$ cat src/rtl/sap1_controller.sv
// SAP-1 control sequencer: six-state one-hot ring (T1..T6) with opcode decode in T4..T6.
// Define SAP1_EARLY_END_EN to skip trailing T-states that carry no strobes.
module sap1_controller (
  input  logic       clock,
  input  logic       reset,
  input  logic [3:0] opcode,
  output logic [5:0] tstate,
  output logic       pc_inc,
  output logic       pc_out,
  output logic       mar_load,
  output logic       ram_out,
  output logic       ir_load,
  output logic       ir_out,
  output logic       a_load,
  output logic       a_out,
  output logic       b_load,
  output logic       alu_out,
  output logic       alu_sub,
  output logic       out_load,
  output logic       halted
);

  localparam logic [3:0] OP_LDA = 4'h0;
  localparam logic [3:0] OP_ADD = 4'h1;
  localparam logic [3:0] OP_SUB = 4'h2;
  localparam logic [3:0] OP_OUT = 4'hE;
  localparam logic [3:0] OP_HLT = 4'hF;

`ifdef SAP1_EARLY_END_EN
  localparam logic EARLY_END = 1'b1;
`else
  localparam logic EARLY_END = 1'b0;
`endif

  typedef enum logic [5:0] {
    ST_HALT = 6'b000000,
    ST_T1   = 6'b000001,
    ST_T2   = 6'b000010,
    ST_T3   = 6'b000100,
    ST_T4   = 6'b001000,
    ST_T5   = 6'b010000,
    ST_T6   = 6'b100000
  } state_t;

  state_t state_r;
  state_t state_next_s;

  logic pc_inc_s, pc_out_s, mar_load_s, ram_out_s, ir_load_s, ir_out_s;
  logic a_load_s, a_out_s, b_load_s, alu_out_s, alu_sub_s, out_load_s;

  // Ring state register; the halt state is only left through reset.
  always_ff @(posedge clock or negedge reset) begin
    if (!reset) begin
      state_r <= ST_T1;
    end else begin
      state_r <= state_next_s;
    end
  end

  // Next-state and strobe decode from the current T-state and opcode.
  always_comb begin
    state_next_s = state_r;
    pc_inc_s   = 1'b0;
    pc_out_s   = 1'b0;
    mar_load_s = 1'b0;
    ram_out_s  = 1'b0;
    ir_load_s  = 1'b0;
    ir_out_s   = 1'b0;
    a_load_s   = 1'b0;
    a_out_s    = 1'b0;
    b_load_s   = 1'b0;
    alu_out_s  = 1'b0;
    alu_sub_s  = 1'b0;
    out_load_s = 1'b0;
    case (state_r)
      ST_T1: begin
        pc_out_s     = 1'b1;
        mar_load_s   = 1'b1;
        state_next_s = ST_T2;
      end
      ST_T2: begin
        pc_inc_s     = 1'b1;
        state_next_s = ST_T3;
      end
      ST_T3: begin
        ram_out_s    = 1'b1;
        ir_load_s    = 1'b1;
        state_next_s = ST_T4;
      end
      ST_T4: begin
        state_next_s = ST_T5;
        case (opcode)
          OP_LDA, OP_ADD, OP_SUB: begin
            ir_out_s   = 1'b1;
            mar_load_s = 1'b1;
          end
          OP_OUT: begin
            a_out_s    = 1'b1;
            out_load_s = 1'b1;
            if (EARLY_END) begin
              state_next_s = ST_T1;
            end else begin
              state_next_s = ST_T5;
            end
          end
          OP_HLT: begin
            state_next_s = ST_HALT;
          end
          default: begin
            // Undefined opcodes execute as NOP
            if (EARLY_END) begin
              state_next_s = ST_T1;
            end else begin
              state_next_s = ST_T5;
            end
          end
        endcase
      end
      ST_T5: begin
        state_next_s = ST_T6;
        case (opcode)
          OP_LDA: begin
            ram_out_s = 1'b1;
            a_load_s  = 1'b1;
            if (EARLY_END) begin
              state_next_s = ST_T1;
            end else begin
              state_next_s = ST_T6;
            end
          end
          OP_ADD: begin
            ram_out_s = 1'b1;
            b_load_s  = 1'b1;
          end
          OP_SUB: begin
            ram_out_s = 1'b1;
            b_load_s  = 1'b1;
            alu_sub_s = 1'b1;
          end
          default: begin
            state_next_s = ST_T6;
          end
        endcase
      end
      ST_T6: begin
        state_next_s = ST_T1;
        case (opcode)
          OP_ADD: begin
            alu_out_s = 1'b1;
            a_load_s  = 1'b1;
          end
          OP_SUB: begin
            alu_out_s = 1'b1;
            a_load_s  = 1'b1;
            alu_sub_s = 1'b1;
          end
          default: begin
            state_next_s = ST_T1;
          end
        endcase
      end
      ST_HALT: begin
        state_next_s = ST_HALT;
      end
      default: begin
        state_next_s = ST_T1;
      end
    endcase
  end

  // Strobes are gated by reset so nothing fires while reset is held low.
  assign pc_inc   = pc_inc_s   & reset;
  assign pc_out   = pc_out_s   & reset;
  assign mar_load = mar_load_s & reset;
  assign ram_out  = ram_out_s  & reset;
  assign ir_load  = ir_load_s  & reset;
  assign ir_out   = ir_out_s   & reset;
  assign a_load   = a_load_s   & reset;
  assign a_out    = a_out_s    & reset;
  assign b_load   = b_load_s   & reset;
  assign alu_out  = alu_out_s  & reset;
  assign alu_sub  = alu_sub_s  & reset;
  assign out_load = out_load_s & reset;
  assign tstate   = state_r;
  assign halted   = (state_r == ST_HALT);

endmodule
$ cat config.mk
export PLATFORM = sky130hd
export DESIGN_NAME = sap1_controller
export DESIGN_NICKNAME = d
export VERILOG_FILES = /design/src/rtl/sap1_controller.sv
export SDC_FILE = /design/constraint.sdc
export NUM_CORES = 1
export LEC_CHECK = 0
export CAP_MARGIN = 5
export CORE_MARGIN = 8
export CORE_UTILIZATION = 32
export CTS_CLUSTER_DIAMETER = 60
export DETAILED_ROUTE_END_ITERATION = 10
export HOLD_SLACK_MARGIN = 0.06
export PLACE_DENSITY = 0.76
export SKIP_CTS_REPAIR_TIMING = 1
export SLEW_MARGIN = 20
export SYNTH_ARGS = -nofsm -noshare
export SYNTH_HDL_FRONTEND = slang
export SYNTH_SLANG_ARGS = --single-unit
$ cat constraint.sdc
create_clock -name clock -period 1.7 [get_ports clock]
set_clock_uncertainty 0.2 [all_clocks]
set_input_delay 0.34 -clock clock [delete_from_list [all_inputs] [get_ports clock]]
set_output_delay 0.34 -clock clock [all_outputs]
set_load 0.005 [all_outputs]
==> impl_table.tex <==
\begin{tabular}{lr}
\hline
Metric & Value \\
\hline
\multicolumn{2}{l}{\textbf{Run status}} \\
Result of the run & complete, but fails checks \\
Failing checks & negative setup slack \\
\multicolumn{2}{l}{\textbf{STA}} \\
FMAX & 0.447 GHz \\
Tcrit/Tclk final & 132\% \\
Unrepaired setup endpoints after global routing & yes \\
Finish-stage setup viols & 14 \\
Relative slew slack & 76.4\% \\
Slew at the pin closest to its max-slew limit & between 0.3 and 0.4 ns \\
Pins over their slew limit & 0 \\
Final Hold Viols & 0 \\
Final worst setup slack & -0.536 ns \\
Minimum period implied by the final worst setup slack & 2.24 ns \\
Worst hold margin & about 0.25 ns \\
\multicolumn{2}{l}{\textbf{Finish}} \\
Final Instance Count excl. Fillers & approximately 120 \\
Area growth from synthesis to layout & 144\% \\
Diode count & 0 \\
Multi-input combinational cell area & between 300 and 400 sq um \\
Max reg flops & 6 \\
FILL cells & 80 \\
Final Util & 81.7\% \\
Layout net count & 115 \\
Fraction of layout instances using a drive strength above 1 & just over 60\% \\
Register cell area after layout & approximately 160 sq um \\
\multicolumn{2}{l}{\textbf{Floorplanning}} \\
Area enclosed by the die boundary & about 0.0028 sq mm \\
Standard-cell rows & 13 \\
Initial core utilization & 33.5\% \\
Top-level I/O count & 25 \\
DIE HEIGHT & 52.7 um \\
Die width & roughly 53 um \\
Std-Cell Core Area & $\sim$0.0013 sq mm \\
\multicolumn{2}{l}{\textbf{Setup path}} \\
Biggest fanout along the worst timing path & 3 \\
Crit path buffers/inverters & 4 \\
Worst Path Class, Setup & reg2out \\
Kind of cell with the highest combined delay on the critical path & buffers and inverters \\
Slowest-stage cell, CP & dfrtp\_2 \\
Most numerous cell on the critical path & buf\_4 \\
Startpoint class of the critical path & register \\
Cell Chain, Critical Path & buf\_6 > nor4\_4 > buf\_4 > nand3b\_1 > buf\_4 > o22ai\_2 > buf\_2 \\
Endpoint kind of the worst setup timing path & output pin \\
Required @ worst endpoint & 1.16 ns \\
Largest incremental delay on the critical path & $\sim$0.41 ns \\
Data arrival time of the critical path & roughly 1.7 ns \\
\multicolumn{2}{l}{\textbf{Global routing}} \\
Global routing met1 resource utilization & between 10\% and 20\% \\
GRT Max-Usage Layer & met2 \\
GRT met3 Usage & 4.83\% \\
Wire length of the first global-routing pass & 2390 um \\
Pin count of the biggest net entering global routing & 10 \\
Number of antenna violations at the first check in global routing & 0 \\
Total congestion overflow & 0 \\
Overall global routing resource usage & between 10 and 15\% \\
GR Layer Usage met2 & 19.2\% \\
Vias in the first global route & 544 \\
\multicolumn{2}{l}{\textbf{Routing}} \\
Routed wirelength normalized by instance count & 15.5 um \\
Final routed wirelength across all metal layers & 1900 um \\
TritonRoute pass-1 iters & 2 \\
Antenna Violating Nets Remaining & 0 \\
Drt initial violations & 1 \\
Vias per Instance & 4.89 \\
\# DRC & 0 \\
Routed via count & 601 \\
\multicolumn{2}{l}{\textbf{Synth}} \\
Dominant cell type by area after synthesis & dfrtp\_1 \\
Area share of the largest cell type after synthesis & 29.1\% \\
Synthesized flop and latch total & 6 \\
Most used flip-flop cell after synthesis & dfrtp\_1 \\
Dominant cells by area after synthesis & dfrtp\_1, dfstp\_2, nor2\_1 \\
Cell types with the highest counts after synthesis & nor2\_1, dfrtp\_1, nand2\_1 \\
Syn avg cell area & slightly below 9 sq um \\
Sequential cell area fraction in the yosys report & 35.2\% \\
Most instantiated library cell after synthesis & nor2\_1 \\
Number of synthesized flops with an enable pin & 0 \\
Number of synthesis warnings & 0 \\
Count of distinct cell types in the synthesized netlist & 27 \\
Syn nets & 55 \\
Mapped Cells & just under 50 \\
Mapped cell area & 430 sq um \\
Fraction of registers with async set or reset after synthesis & 100\% \\
\multicolumn{2}{l}{\textbf{CTS}} \\
Inserted Clock Buffers & 3 \\
Clock latency on the worst-skew pair & 0.24 ns \\
Clock-pin slew on the worst setup and hold paths & 0.06 ns \\
H-tree levels & 1 \\
Max clock buf depth & 2 \\
Clock tree from TritonCTS & done \\
Cell at the root of the clock tree & clkbuf\_4 \\
Sinks on Clock Net & 6 \\
\multicolumn{2}{l}{\textbf{Place}} \\
Post-DP HPWL & 1220 um \\
Worst setup timing slack at the placement stage & -0.867 ns \\
Routability congestion estimate from global placement & 0.792 \\
Number of cells in the design after placement & $\sim$100 \\
Port bufs & 24 \\
\multicolumn{2}{l}{\textbf{Power}} \\
Worst-case vdd ir drop & 0.267 mV \\
Ratio of total power to cell area & 418 mW/mm\^{}2 \\
Switching power summed over all nets & 0.117 mW \\
Total power consumption of the routed design & 0.438 mW \\
Clock network fraction of design power & 33.1\% \\
Cell Int Power & around 0.32 mW \\
Sequential fraction of design power & 34.3\% \\
Leakage & $\sim$0.6 nW \\
Fraction of power spent switching nets & a little over a quarter \\
Combinational share of power & 32.6\% \\
\multicolumn{2}{l}{\textbf{Worst hold path}} \\
Hold crit path type & in2reg \\
\multicolumn{2}{l}{\textbf{Run}} \\
Max-capacitance violation count & 0 \\
\hline
\end{tabular}
==> power by group through the flow <==
stage,clock network [mW],registers (mW),logic (mW)
after detailed placement,0,0.155,0.0988
after global routing,0.160,0.151,0.154
after floorplan,0,0.156,0.0319
after CTS,0.145,0.153,0.0998
after global placement,0,0.154,0.0975
final,0.145,0.150,0.143
==> cell families after synthesis <==
group | share of synthesized area (%)
simple gates | 44.5
compound gates | 10.2
flops | 35.2
buf+inv | 3.78
xor+xnor | 4.07
fa+ha+maj | 2.33
==> worst paths after layout <==
| path | end | depth (start not counted) | slack (ns) | from |
|---|---|---|---|---|
| worst max-delay path | mar_load | 7 | -0.54 | tstate[5] |
| worst min-delay path | tstate[4] | 3 | 0.25 | opcode[0] |
| worst max register to register | tstate[4] | 7 | -0.05 | tstate[5] |
| worst min register to register | tstate[3] | 1 | 0.50 | tstate[3] |
| max in group asynchronous | tstate[0] | 3 | 0.52 | reset |
| min in group asynchronous | tstate[4] | 3 | 0.49 | reset |
==> per-layer routing <==
layer  share of wire (%)  up-vias
li1                    -      298
met5                   0        -
met4                 1.7        0
met3                 4.0        4
met2                  49       21
met1                  46      278
==> worst reg2reg max path, delay by kind of cell, from the launching register on <==
kind	cells	cell delay (ns)
AOI/OAI and AO/OA	1	0.14
DFF	1	0.41
buffers and inverters	4	0.57
and+or+nand+nor	2	0.35
==> layout by cell type (no fill, tap or decap), types with 2 or more instances in the layout <==
cell type / instances
buf_4: 22
dlymetal6s2s_1: 11
buf_6: 11
buf_2: 10
nor2_1: 7
dfrtp_2: 5
nand2_1: 4
nand3b_1: 3
nand2b_1: 3
nor3_2: 3
clkbuf_4: 3
nor4_4: 2
o21bai_1: 2
==> layout make-up <==
cell class | count | area share, %
repair buffers | 57 | 48.7
clock buffers | 4 | 2.50
multi-input cells | 40 | 31.6
inverters | 1 | 0.358
well taps | 15 | 1.79
flip-flops and latches | 6 | 15.0
==> per-stage QoR <==
stage | TNS, ns | area, sq um
2_1_floorplan | -0.0778 | 430
3_3_place_gp | -8.99 | 812
3_5_place_dp | -9.28 | 812
4_1_cts | -11.39 | 838
5_1_grt | -6.51 | 1050
6_report | -5.41 | 1050
Note: power is estimated with default switching activity, not from simulation.
